===== src/rtl/pht_update_ctrl_pkg.sv =====
`default_nettype none
// ============================================================================
// Module   : pht_update_ctrl_pkg
// Brief    : Shared 2-bit PHT counter encodings, the controller state type and
//            the saturating-counter update helper.
// Revision : 1.0 - initial release
// ============================================================================
package pht_update_ctrl_pkg;

  // 2-bit saturating counter encodings used by the predictor
  localparam logic [1:0] c_CTR_SNT  = 2'b00;  // strongly not taken
  localparam logic [1:0] c_CTR_WNT  = 2'b01;  // weakly not taken
  localparam logic [1:0] c_CTR_WT   = 2'b10;  // weakly taken
  localparam logic [1:0] c_CTR_ST   = 2'b11;  // strongly taken
  localparam logic [1:0] c_CTR_INIT = c_CTR_WT;

  typedef enum logic [0:0] {
    ST_INIT = 1'b0,
    ST_RUN  = 1'b1
  } pht_state_e;

  // Move the counter one step toward the outcome, holding at either end
  function automatic logic [1:0] satUpdate(input logic [1:0] ctr, input logic taken);
    logic [1:0] w_nextCtr;
    w_nextCtr = ctr;
    if (taken && (ctr != c_CTR_ST))
      w_nextCtr = ctr + 2'd1;
    else if (!taken && (ctr != c_CTR_SNT))
      w_nextCtr = ctr - 2'd1;
    return w_nextCtr;
  endfunction

endpackage
`default_nettype wire


===== src/rtl/pht_upd_fifo.sv =====
`default_nettype none
// ============================================================================
// Module   : pht_upd_fifo
// Brief    : Synchronous FIFO holding pending {index, taken} PHT updates.
//            Pointers wrap modulo DEPTH (power of two); count is one bit wider.
// Revision : 1.0 - initial release
// ============================================================================
module pht_upd_fifo #(
  parameter int WIDTH = 7,
  parameter int DEPTH = 4
) (
  input  logic                     clk,
  input  logic                     rst,
  input  logic                     flush,
  input  logic                     push,
  input  logic [WIDTH-1:0]         wrData,
  input  logic                     pop,
  output logic [WIDTH-1:0]         rdData,
  output logic [$clog2(DEPTH):0]   count,
  output logic                     full,
  output logic                     empty
);

  localparam int c_AW = $clog2(DEPTH);

  logic [WIDTH-1:0] r_mem [DEPTH];
  logic [c_AW-1:0]  r_wrPtr;
  logic [c_AW-1:0]  r_rdPtr;
  logic [c_AW:0]    r_count;
  logic             w_doPush;
  logic             w_doPop;

  // A flush wins over any same-cycle push or pop
  assign w_doPush = push && !full && !flush;
  assign w_doPop  = pop && !empty && !flush;

  assign full   = (r_count == (c_AW + 1)'(DEPTH));
  assign empty  = (r_count == '0);
  assign count  = r_count;
  assign rdData = r_mem[r_rdPtr];

  // Storage array; contents need no reset since count gates every read
  always_ff @(posedge clk) begin
    if (w_doPush)
      r_mem[r_wrPtr] <= wrData;
  end

  // Pointer and occupancy tracking
  always_ff @(posedge clk) begin
    if (rst || flush) begin
      r_wrPtr <= '0;
      r_rdPtr <= '0;
      r_count <= '0;
    end else begin
      if (w_doPush)
        r_wrPtr <= r_wrPtr + c_AW'(1);
      if (w_doPop)
        r_rdPtr <= r_rdPtr + c_AW'(1);
      case ({w_doPush, w_doPop})
        2'b10:   r_count <= r_count + (c_AW + 1)'(1);
        2'b01:   r_count <= r_count - (c_AW + 1)'(1);
        default: r_count <= r_count;
      endcase
    end
  end

endmodule
`default_nettype wire


===== src/rtl/pht_update_ctrl.sv =====
`default_nettype none
// ============================================================================
// Module   : pht_update_ctrl
// Brief    : PHT write-port controller. Runs a one-entry-per-cycle init sweep,
//            then serializes queued resolved-branch updates as 2-bit
//            saturating read-modify-writes on the single PHT write port.
// Revision : 1.0 - initial release
// ============================================================================
module pht_update_ctrl #(
  parameter int PHT_DEPTH  = 6,
  parameter int FIFO_DEPTH = 4
) (
  input  logic                          clk,
  input  logic                          rst,
  input  logic                          clear_req,
  input  logic                          upd_valid,
  input  logic [PHT_DEPTH-1:0]          upd_index,
  input  logic                          upd_taken,
  output logic                          upd_ready,
  output logic [PHT_DEPTH-1:0]          pht_raddr,
  input  logic [1:0]                    pht_rdata,
  output logic                          pht_we,
  output logic [PHT_DEPTH-1:0]          pht_waddr,
  output logic [1:0]                    pht_wdata,
  output logic                          init_done,
  output logic [$clog2(FIFO_DEPTH):0]   q_count
);

  import pht_update_ctrl_pkg::*;

  localparam int                   c_CW       = $clog2(FIFO_DEPTH) + 1;
  localparam logic [PHT_DEPTH-1:0] c_IDX_LAST = '1;

  pht_state_e           r_state;
  pht_state_e           w_stateNext;
  logic [PHT_DEPTH-1:0] r_idx;
  logic [PHT_DEPTH-1:0] w_idxNext;
  logic                 r_initDone;
  logic                 w_initDoneNext;

  logic                 w_push;
  logic                 w_pop;
  logic                 w_full;
  logic                 w_empty;
  logic [PHT_DEPTH:0]   w_head;
  logic [c_CW-1:0]      w_count;

  // Updates offered alongside a clear are discarded; the queue only drains in RUN
  assign w_push = upd_valid && !w_full && !rst && !clear_req;
  assign w_pop  = !rst && (r_state == ST_RUN) && !w_empty;

  pht_upd_fifo #(
    .WIDTH (PHT_DEPTH + 1),
    .DEPTH (FIFO_DEPTH)
  ) u_fifo (
    .clk    (clk),
    .rst    (rst),
    .flush  (clear_req),
    .push   (w_push),
    .wrData ({upd_index, upd_taken}),
    .pop    (w_pop),
    .rdData (w_head),
    .count  (w_count),
    .full   (w_full),
    .empty  (w_empty)
  );

  // Ready reflects occupancy only, never the same-cycle pop; forced idle values in reset
  assign upd_ready = rst || !w_full;
  assign q_count   = rst ? '0 : w_count;
  assign init_done = r_initDone;

  // Next-state and PHT port drive: sweep write in INIT, head RMW in RUN
  always_comb begin
    w_stateNext    = r_state;
    w_idxNext      = r_idx;
    w_initDoneNext = r_initDone;
    pht_we         = 1'b0;
    pht_waddr      = '0;
    pht_wdata      = c_CTR_SNT;
    pht_raddr      = '0;
    if (!rst) begin
      case (r_state)
        ST_INIT: begin
          pht_we    = 1'b1;
          pht_waddr = r_idx;
          pht_wdata = c_CTR_INIT;
          w_idxNext = r_idx + PHT_DEPTH'(1);
          if (r_idx == c_IDX_LAST) begin
            w_stateNext    = ST_RUN;
            w_initDoneNext = 1'b1;
          end
        end
        ST_RUN: begin
          pht_raddr = w_head[PHT_DEPTH:1];
          if (!w_empty) begin
            pht_we    = 1'b1;
            pht_waddr = w_head[PHT_DEPTH:1];
            pht_wdata = satUpdate(pht_rdata, w_head[0]);
          end
        end
        default: ;
      endcase
    end
    if (clear_req) begin
      w_stateNext    = ST_INIT;
      w_idxNext      = '0;
      w_initDoneNext = 1'b0;
    end
  end

  // State, sweep pointer and init_done registers
  always_ff @(posedge clk) begin
    if (rst) begin
      r_state    <= ST_INIT;
      r_idx      <= '0;
      r_initDone <= 1'b0;
    end else begin
      r_state    <= w_stateNext;
      r_idx      <= w_idxNext;
      r_initDone <= w_initDoneNext;
    end
  end

endmodule
`default_nettype wire


===== config.mk =====
export PLATFORM = sky130hd
export DESIGN_NAME = pht_update_ctrl
export DESIGN_NICKNAME = d
export VERILOG_FILES = /design/src/rtl/pht_update_ctrl_pkg.sv /design/src/rtl/pht_upd_fifo.sv /design/src/rtl/pht_update_ctrl.sv
export SDC_FILE = /design/constraint.sdc
export NUM_CORES = 1
export LEC_CHECK = 0
export ABC_CLOCK_PERIOD_IN_PS = 2650
export BUFFER_PORTS_ARGS = -buffer_cell sky130_fd_sc_hd__buf_2
export CORE_MARGIN = 5
export CORE_UTILIZATION = 55
export DETAILED_ROUTE_END_ITERATION = 7
export GPL_TIMING_DRIVEN = 0
export MAX_ROUTING_LAYER = met4
export PLACE_DENSITY = 0.86
export SETUP_SLACK_MARGIN = 0.1
export SYNTH_ARGS = -nofsm -noshare
export SYNTH_HDL_FRONTEND = slang
export SYNTH_SLANG_ARGS = --single-unit
export TNS_END_PERCENT = 10

===== constraint.sdc =====
create_clock -name clk -period 2.65 [get_ports clk]
set_input_delay 0.265 -clock clk [delete_from_list [all_inputs] [get_ports clk]]
set_output_delay 0.265 -clock clk [all_outputs]
set_load 0.1 [all_outputs]

# Yosys cells after proc, flatten, opt, wreduce, memory -nomap -nowiden
# Memory sizes are Yosys's and may differ from the RTL's. A register that Yosys moved wholly into a read port is not among the register bits.
# Index checks and enable logic that the tools add are counted.
dict set report totals {
  register_bits 15
  ram_bits 28
  input_bits 13
  out_inout_bits 20
  wordCells 64
  memories 1
}
# memory words word_bits rd rd_ports_with_merged_regs wr line
set memory_table {}
lappend memory_table {u_fifo.r_mem 4 7 1 1 1 pht_upd_fifo.sv:26} ;# logic [WIDTH-1:0] r_mem [DEPTH];
dict set report op_classes {
  n_addsub 7
  n_eq_ne 5
  mux 21
  bitwise 1
  n_reduce_logical 23
}
# cell count
set ops {}
lappend ops {{$mux 6} 4}
lappend ops {{$mux 2} 6}
lappend ops {{$pmux 6 s2} 1}
lappend ops {{$logic_and 1x1->1} 11}
lappend ops {{$add 2x1->2 const B} 3}
lappend ops {{$add 6x1->6 const B} 1}
lappend ops {{$eq 6x6->1 const B} 1}
lappend ops {{$mux 1} 6}
lappend ops {{$pmux 3 s2} 1}
lappend ops {{$logic_not 1->1} 5}
lappend ops {{$pmux 2 s2} 1}
lappend ops {{$reduce_bool 2->1} 2}
lappend ops {{$add 3x1->3 const B} 1}
lappend ops {{$eq 3x3->1 const B} 1}
lappend ops {{$logic_not 3->1} 1}
lappend ops {{$mux 3} 1}
lappend ops {{$sub 3x1->3 const B} 1}
lappend ops {{$eq 2x1->1 const B} 1}
lappend ops {{$eq 2x2->1 const B} 1}
lappend ops {{$logic_or 1x1->1} 2}
lappend ops {{$ne 2x2->1 const B} 1}
lappend ops {{$pmux 1 s2} 1}
lappend ops {{$reduce_and 2->1} 1}
lappend ops {{$reduce_or 2->1} 1}
lappend ops {{other kinds (2)} 2}

# Longest topological paths before layout
# Gate-level depths: netlist of run 1.
dict set report logic_depth {
  ltp_word 9
  ltp_mapped 10
}

# By module
# From an unflattened synthesis of run 1, not the netlist that was laid out.
dict set report hier_totals {
  hier_cells 173
  hier_area_um2 2142.1
}
# mod instances cells_per_inst area_per_inst_um2 seq_area_each_um2
set by_module_without_submodules {}
lappend by_module_without_submodules {pht_upd_fifo 1 93 1517.7 1021.0}
lappend by_module_without_submodules {pht_update_ctrl 1 80 624.3 160.2}

# Worst setup path after synthesis of run 1
# No wires, ideal clock.
dict set report synth_path {
  path_type {register to output}
  start {register u_fifo.r_count[0], in the netlist u_fifo.count[0]}
  end {output pht_waddr[0]}
  arrival_ns 3.535
  t_required_ns 2.385
  setup_slack_ns -1.150
  stages_incl_launch_ff 4
  path_buffers 0
  cell_sequence {dfxtp_1 nor3_1 a21oi_1 nor2b_1}
}
dict set report synth_via {
  elab_chain_len 4
}
# element line
set synth_lines {}
lappend synth_lines {{start: declaration} pht_upd_fifo.sv:29} ;# logic [c_AW:0] r_count;
lappend synth_lines {{start signal: assignment} pht_upd_fifo.sv:60} ;# 2'b10: r_count <= r_count + (c_AW + 1)'(1);
lappend synth_lines {{start signal: assignment} pht_upd_fifo.sv:61} ;# 2'b01: r_count <= r_count - (c_AW + 1)'(1);
lappend synth_lines {{start signal: assignment} pht_upd_fifo.sv:62} ;# default: r_count <= r_count;
lappend synth_lines {{$logic_not 3->1} pht_upd_fifo.sv:38} ;# assign empty = (r_count == '0);
lappend synth_lines {{$mux 6} pht_update_ctrl.sv:96} ;# if (!w_empty) begin
lappend synth_lines {{$pmux 6 s2} pht_update_ctrl.sv:83} ;# case (r_state)
lappend synth_lines {{$mux 6} pht_update_ctrl.sv:82} ;# if (!rst) begin
lappend synth_lines {{end: declaration} pht_update_ctrl.sv:23} ;# output logic [PHT_DEPTH-1:0] pht_waddr,
# Every way passes these cells.

==> flow_summary_export.csv, run 1 <==
group,metric,value,unit
clock_network,h-tree-depth,2,
finish,drive_gt1_share,25.5,%
logic_synthesis,ys_seq_area_share,56.3,%
clock_network,cts_setup_buffers,0,
timing,finClkSkew,7.14,ps
finish,area_delta_synth_final,15.6,%
worst_setup_path,crit_required,2380,ps
clock_network,clockBufferDepth,2,
logic_synthesis,yosys_warnings,0,
timing,finalCritPeriodShare,90.8,%
logic_synthesis,synth_common_cells,"edfxtp_1 (28), dfxtp_1 (17), nor2_1 (15)",
floorplan,num_rows,22,
floorplan,dieArea,5150,um2
worst_setup_path,slowest_stage,"mux4_2",
grt,use_met3,4.49,%
run,maxCapViolCount,0,
worst_setup_path,path_buf_inv,2,
grt,busiest_layer,"met2",
grt,grt_overflow,0,
clock_network,cts_buffers,5,
logic_synthesis,synth_edf_count,28,
routing,first_pass_iters,4,
place,place_hpwl,2690,um
clock_network,clk_pin_slew,90,ps
grt,grt_use_met2,25.4,%
clock_network,clk_latency,300,ps
routing,drcViolationCount,0,
grt,track_usage,15.6,%
clock_network,cts_tree,"done",
logic_synthesis,syn_nets,186,
clock_network,cts_sinks,45,
timing,setup_viol,0,
routing,routed_wirelength,3670,um
logic_synthesis,netlist_instances,164,
worst_setup_path,crit_family,"buffers and inverters",
floorplan,ioPinCount,33,
pwr,powerDensity,522,nW/um2
worst_setup_path,cp-end-kind,"output pin",
worst_setup_path,crit_type,"reg -> out",
hold_path,min_path_type,"in -> reg",
run_status,status,"finished, final reports clean",
worst_setup_path,critPathLaunchType,"register",
place,pre_cts_ws,317,ps
logic_synthesis,synth_top_flop_cell,"edfxtp_1",
worst_setup_path,crit_arrival,2140,ps
floorplan,start_util,56.9,%
finish,layout.nets,225,
pwr,fin_total_pwr,0.00126,W
grt,antenna_found_initial,0,
grt,grt_max_degree,17,
timing,post-route-min-period,2410,ps
logic_synthesis,postSynthAreaPerCell,12.8,um2
timing,tightest_slew,515,ps
routing,wl_per_cell,14.5,um
timing,fin_tns_setup,0,ps
logic_synthesis,synth_top_area_share,40.1,%
clock_network,root_buffer,"clkbuf_8",
grt,grt_pass1_vias,1301,
routing,dr.first_iter.drc_count,99,
worst_setup_path,crit_fanout,7,
grt,use_met1,19.2,%
place,dpl_cell_area,2330,um2
logic_synthesis,yosys.area.top_type,"edfxtp_1",
place,gp_congestion,0.750,
logic_synthesis,yosys.cell_count.top_type,"edfxtp_1",
timing,final.setup.worst_slack,244,ps
pwr,total_leakage_power,0.913,nW
finish,antenna_cells,0,
logic_synthesis,ys_ff_latch,45,
place,io_buffers,32,
finish,design_area,2420,um2
logic_synthesis,ys_async_sr_fraction,0,%
clock_network,cts-hold-fix-buffers,0,
worst_setup_path,crit_chain,"buf_6 -> mux4_2 -> a2111o_1 -> nand2_1 -> buf_2",
routing,ant_nets,0,
routing,via_per_inst,5.40,
timing,hold_viol_final,0,
floorplan,die_w,71.7,um
timing,fmax,416,MHz
worst_setup_path,max_stage_delay,560,ps
logic_synthesis,synth_area_leaders,"edfxtp_1 (40%), dfxtp_1 (16%), mux4_1 (7.5%)",
pwr,ir_drop,0.428,mV
routing,via_count,1360,
timing,rsz0062_at_grt,"yes",
logic_synthesis,ys_types,37,
timing,slew_viol_final,0,
timing,relSlewSlack,65.6,%
logic_synthesis,syn_area,2100,um2
grt,grt_pass1_wl,6040,um
floorplan,core,3690,um2
floorplan,dieHeight,71.7,um
[logic make-up (layout without fill, tap and decap cells)]
family,after synthesis,after routing,share of synthesized area (%)
xor gates and xnor gates,6,6,2.51
AOI/OAI and AO/OA,25,25,7.70
adders and majority gates,9,9,5.73
and+or+nand+nor,52,52,13.9
DFF,45,45,56.3
muxes,11,11,10.5
buffers and inverters,16,56,3.34
[state kept, by name, summed over array words and instances, names as in the netlist, named ones only]
signal          count
u_fifo.r_mem       28
r_idx               6
u_fifo.count        3
u_fifo.r_rdPtr      2
u_fifo.r_wrPtr      2
init_done           1
r_state             1
[path summary, 6_finish.rpt]
check | endpoint | start | depth (start not counted) | slack (ps)
max | pht_wdata[0] | register | 5 | 240
min | u_fifo.r_mem[0][6] | upd_index[5] | 1 | 180
max reg2reg | u_fifo.count[2] | u_fifo.count[2] | 9 | 280
min reg2reg | init_done | init_done | 2 | 500
[metal layers]
metal  share of wire (%)  wire (um)  up-vias
met2                  47       1740       28
li1                    -          -      684
met4                0.44         16        0
met3                 5.5        203        4
met1                  47       1710      644
met5                   0          0        -
[stage by stage]
stage	hold slack (ps)	util, %	instances
after global routing	161	65.7	252
after floorplan	364	-	164
after global placement	455	63.1	244
after CTS	169	65.6	252
after detailed placement	473	63.1	244
final	181	65.7	252
[timing repair]
item                       CTS  global route
resized for setup            0             1
hold endpoints to repair     0             0
setup endpoints to repair    0             6
[report_power, final]
part	switching, W	total, W	internal (W)
combinational	0.0000542	0.0000792	0.0000249
clock	0.000240	0.000432	0.000192
sequential	0.00000435	0.000754	0.000749
[cell type report]
class / count / area [um2]
Fill cell: 286 / 1260
Sequential cell: 45 / 1180
Multi-Input combinational cell: 103 / 860
Timing Repair Buffer: 32 / 160
Clock buffer: 5 / 68.8
Tap cell: 48 / 60.1
Inverter: 11 / 41.3
Buffer: 5 / 28.8
Clock inverter: 3 / 25.0
[cell usage in the layout, fill, tap and decap left out, types with 3 or more instances in the layout]
cell and count:
a21oi_1 10, a22o_1 5, and2_1 11, buf_2 33
clkbuf_8 5, dfxtp_1 17, edfxtp_1 28, ha_1 8
inv_1 11, mux2i_1 4, mux4_1 6, nand2_1 3
nand3_1 3, nor2_1 15, o21ai_0 5, or3_1 4
xor2_1 5
Note: power is estimated with default switching activity, not from simulation.
==> run 2: changes to the inputs <==
Settings changed: CORE_MARGIN 5 to 1.5.
==> run 2 against run 1 <==
Against the previous run:
- critical path depth decreased by 1
- clock skew decreased by 2.7 ps
- total power increased by 14%
- final cell count unchanged
- sequential cell count unchanged
- sequential power about the same
- routed wire length increased by 0.19%
- critical path type unchanged
- largest power group unchanged
==> flow_summary_export.csv, run 2 (same netlist as run 1, synthesis figures left out) <==
group,metric,value,unit
clock_network,cts-hold-fix-buffers,0,
finish,antenna_cells,0,
worst_setup_path,crit_arrival,2140,ps
worst_setup_path,cp-end-kind,"output pin",
hold_path,min_delay_path_depth,1,
hold_path,min_path_type,"in -> reg",
clock_network,clk_latency,300,ps
worst_setup_path,crit_required,2380,ps
place,gp_congestion,0.782,
timing,post-route-min-period,2410,ps
clock_network,clk_pin_slew,80,ps
clock_network,cts_tree,"done",
grt,antenna_found_initial,0,
floorplan,num_rows,22,
timing,tightest_slew,776,ps
clock_network,cts_setup_buffers,0,
timing,relSlewSlack,47.8,%
place,place_hpwl,2640,um
run,maxCapViolCount,0,
clock_network,clockBufferDepth,2,
timing,finalCritPeriodShare,90.8,%
finish,final_cell_mix,"buf_2 (33), edfxtp_1 (28), dfxtp_1 (17), nor2_1 (15)",
floorplan,start_util,57.3,%
finish,layout.nets,225,
timing,fin_tns_setup,0,ps
routing,via_per_inst,5.38,
floorplan,die_w,64.7,um
grt,track_usage,20.8,%
clock_network,cts_buffers,5,
clock_network,root_buffer,"clkbuf_8",
finish,area_delta_synth_final,17.5,%
worst_setup_path,crit_type,"reg -> out",
floorplan,ioPinCount,33,
clock_network,cts-resized-gates,0,
grt,grt_overflow,0,
grt,grt_max_degree,15,
timing,slew_viol_final,0,
routing,via_count,1355,
pwr,powerDensity,584,nW/um2
finish,top_register,"u_fifo.r_mem",
routing,wl_per_cell,14.6,um
routing,routed_wirelength,3670,um
floorplan,dieHeight,64.7,um
routing,ant_nets,0,
floorplan,dieArea,4190,um2
worst_setup_path,crit_fanout,7,
grt,grt_pass1_vias,1350,
timing,final.setup.worst_slack,244,ps
finish,drive_gt1_share,25.5,%
routing,dr.first_iter.drc_count,94,
clock_network,cts_sinks,45,
routing,first_pass_iters,4,
grt,grt_pass1_wl,6220,um
finish,post_layout_nonfiller_instances,252,
clock_network,h-tree-depth,2,
finish,final_common_cell,"buf_2",
worst_setup_path,r2r_cells,8,
finish,largest_register_ffs,28,
routing,drcViolationCount,0,
run_status,status,"finished, final reports clean",
worst_setup_path,critPathLaunchType,"register",
place,io_buffers,32,
timing,rsz0062_at_grt,"no",
timing,finClkSkew,4.49,ps
place,post-place-cells,244,
place,pre_cts_ws,327,ps
timing,fmax,416,MHz
floorplan,core,3660,um2
pwr,total_leakage_power,0.939,nW
timing,holdWs,169,ps
timing,setup_viol,0,
pwr,ir_drop,0.451,mV
timing,hold_viol_final,0,
pwr,fin_total_pwr,0.00144,W
-- run 2: final cells by class --
| cell class | instances | area [um2] |
|---|---|---|
| plain buffers | 5 | 28.8 |
| clock buffers | 5 | 68.8 |
| clock inverters | 3 | 65.1 |
| fillers | 262 | 1200 |
| inverters | 11 | 41.3 |
| multi-input cells | 103 | 860 |
| flip-flops and latches | 45 | 1180 |
| well taps | 48 | 60.1 |
| repair buffers | 32 | 160 |
-- run 2: final timing paths --
kind,from,to,slack [ps]
worst min register to register,init_done,init_done,480
worst min-delay path,upd_index[1],u_fifo.r_mem[2][2],170
worst max register to register,u_fifo.count[0],u_fifo.count[2],430
worst max-delay path,u_fifo.count[0],pht_waddr[5],240
-- run 2: layer usage --
metal  GRT usage [%]  vias up  part of all wire, %
met4            5.59        0                  1.2
met2            34.3       42                   49
met5               -        -                    0
li1                -      678                    -
met1            25.6      631                   44
met3            5.38        4                  5.7
-- run 2: critical path, cell delays in order, from the launching register on --
cell and delay [ps]:
dfxtp_1 370, nor3_1 670, nor2_1 260, a22o_1 260
buf_2 290
-- run 2: stage by stage --
stage	utilization, %	instance area [um2]
3_5_place_dp	63.5	2330
6_report	67.3	2460
5_1_grt	67.3	2460
3_3_place_gp	63.5	2330
2_1_floorplan	-	2110
4_1_cts	67.2	2460
-- run 2: report_power, final --
group          internal, W  switching, W
Clock             0.000374      0.000233
Combinational    0.0000249     0.0000549
Sequential        0.000749    0.00000419
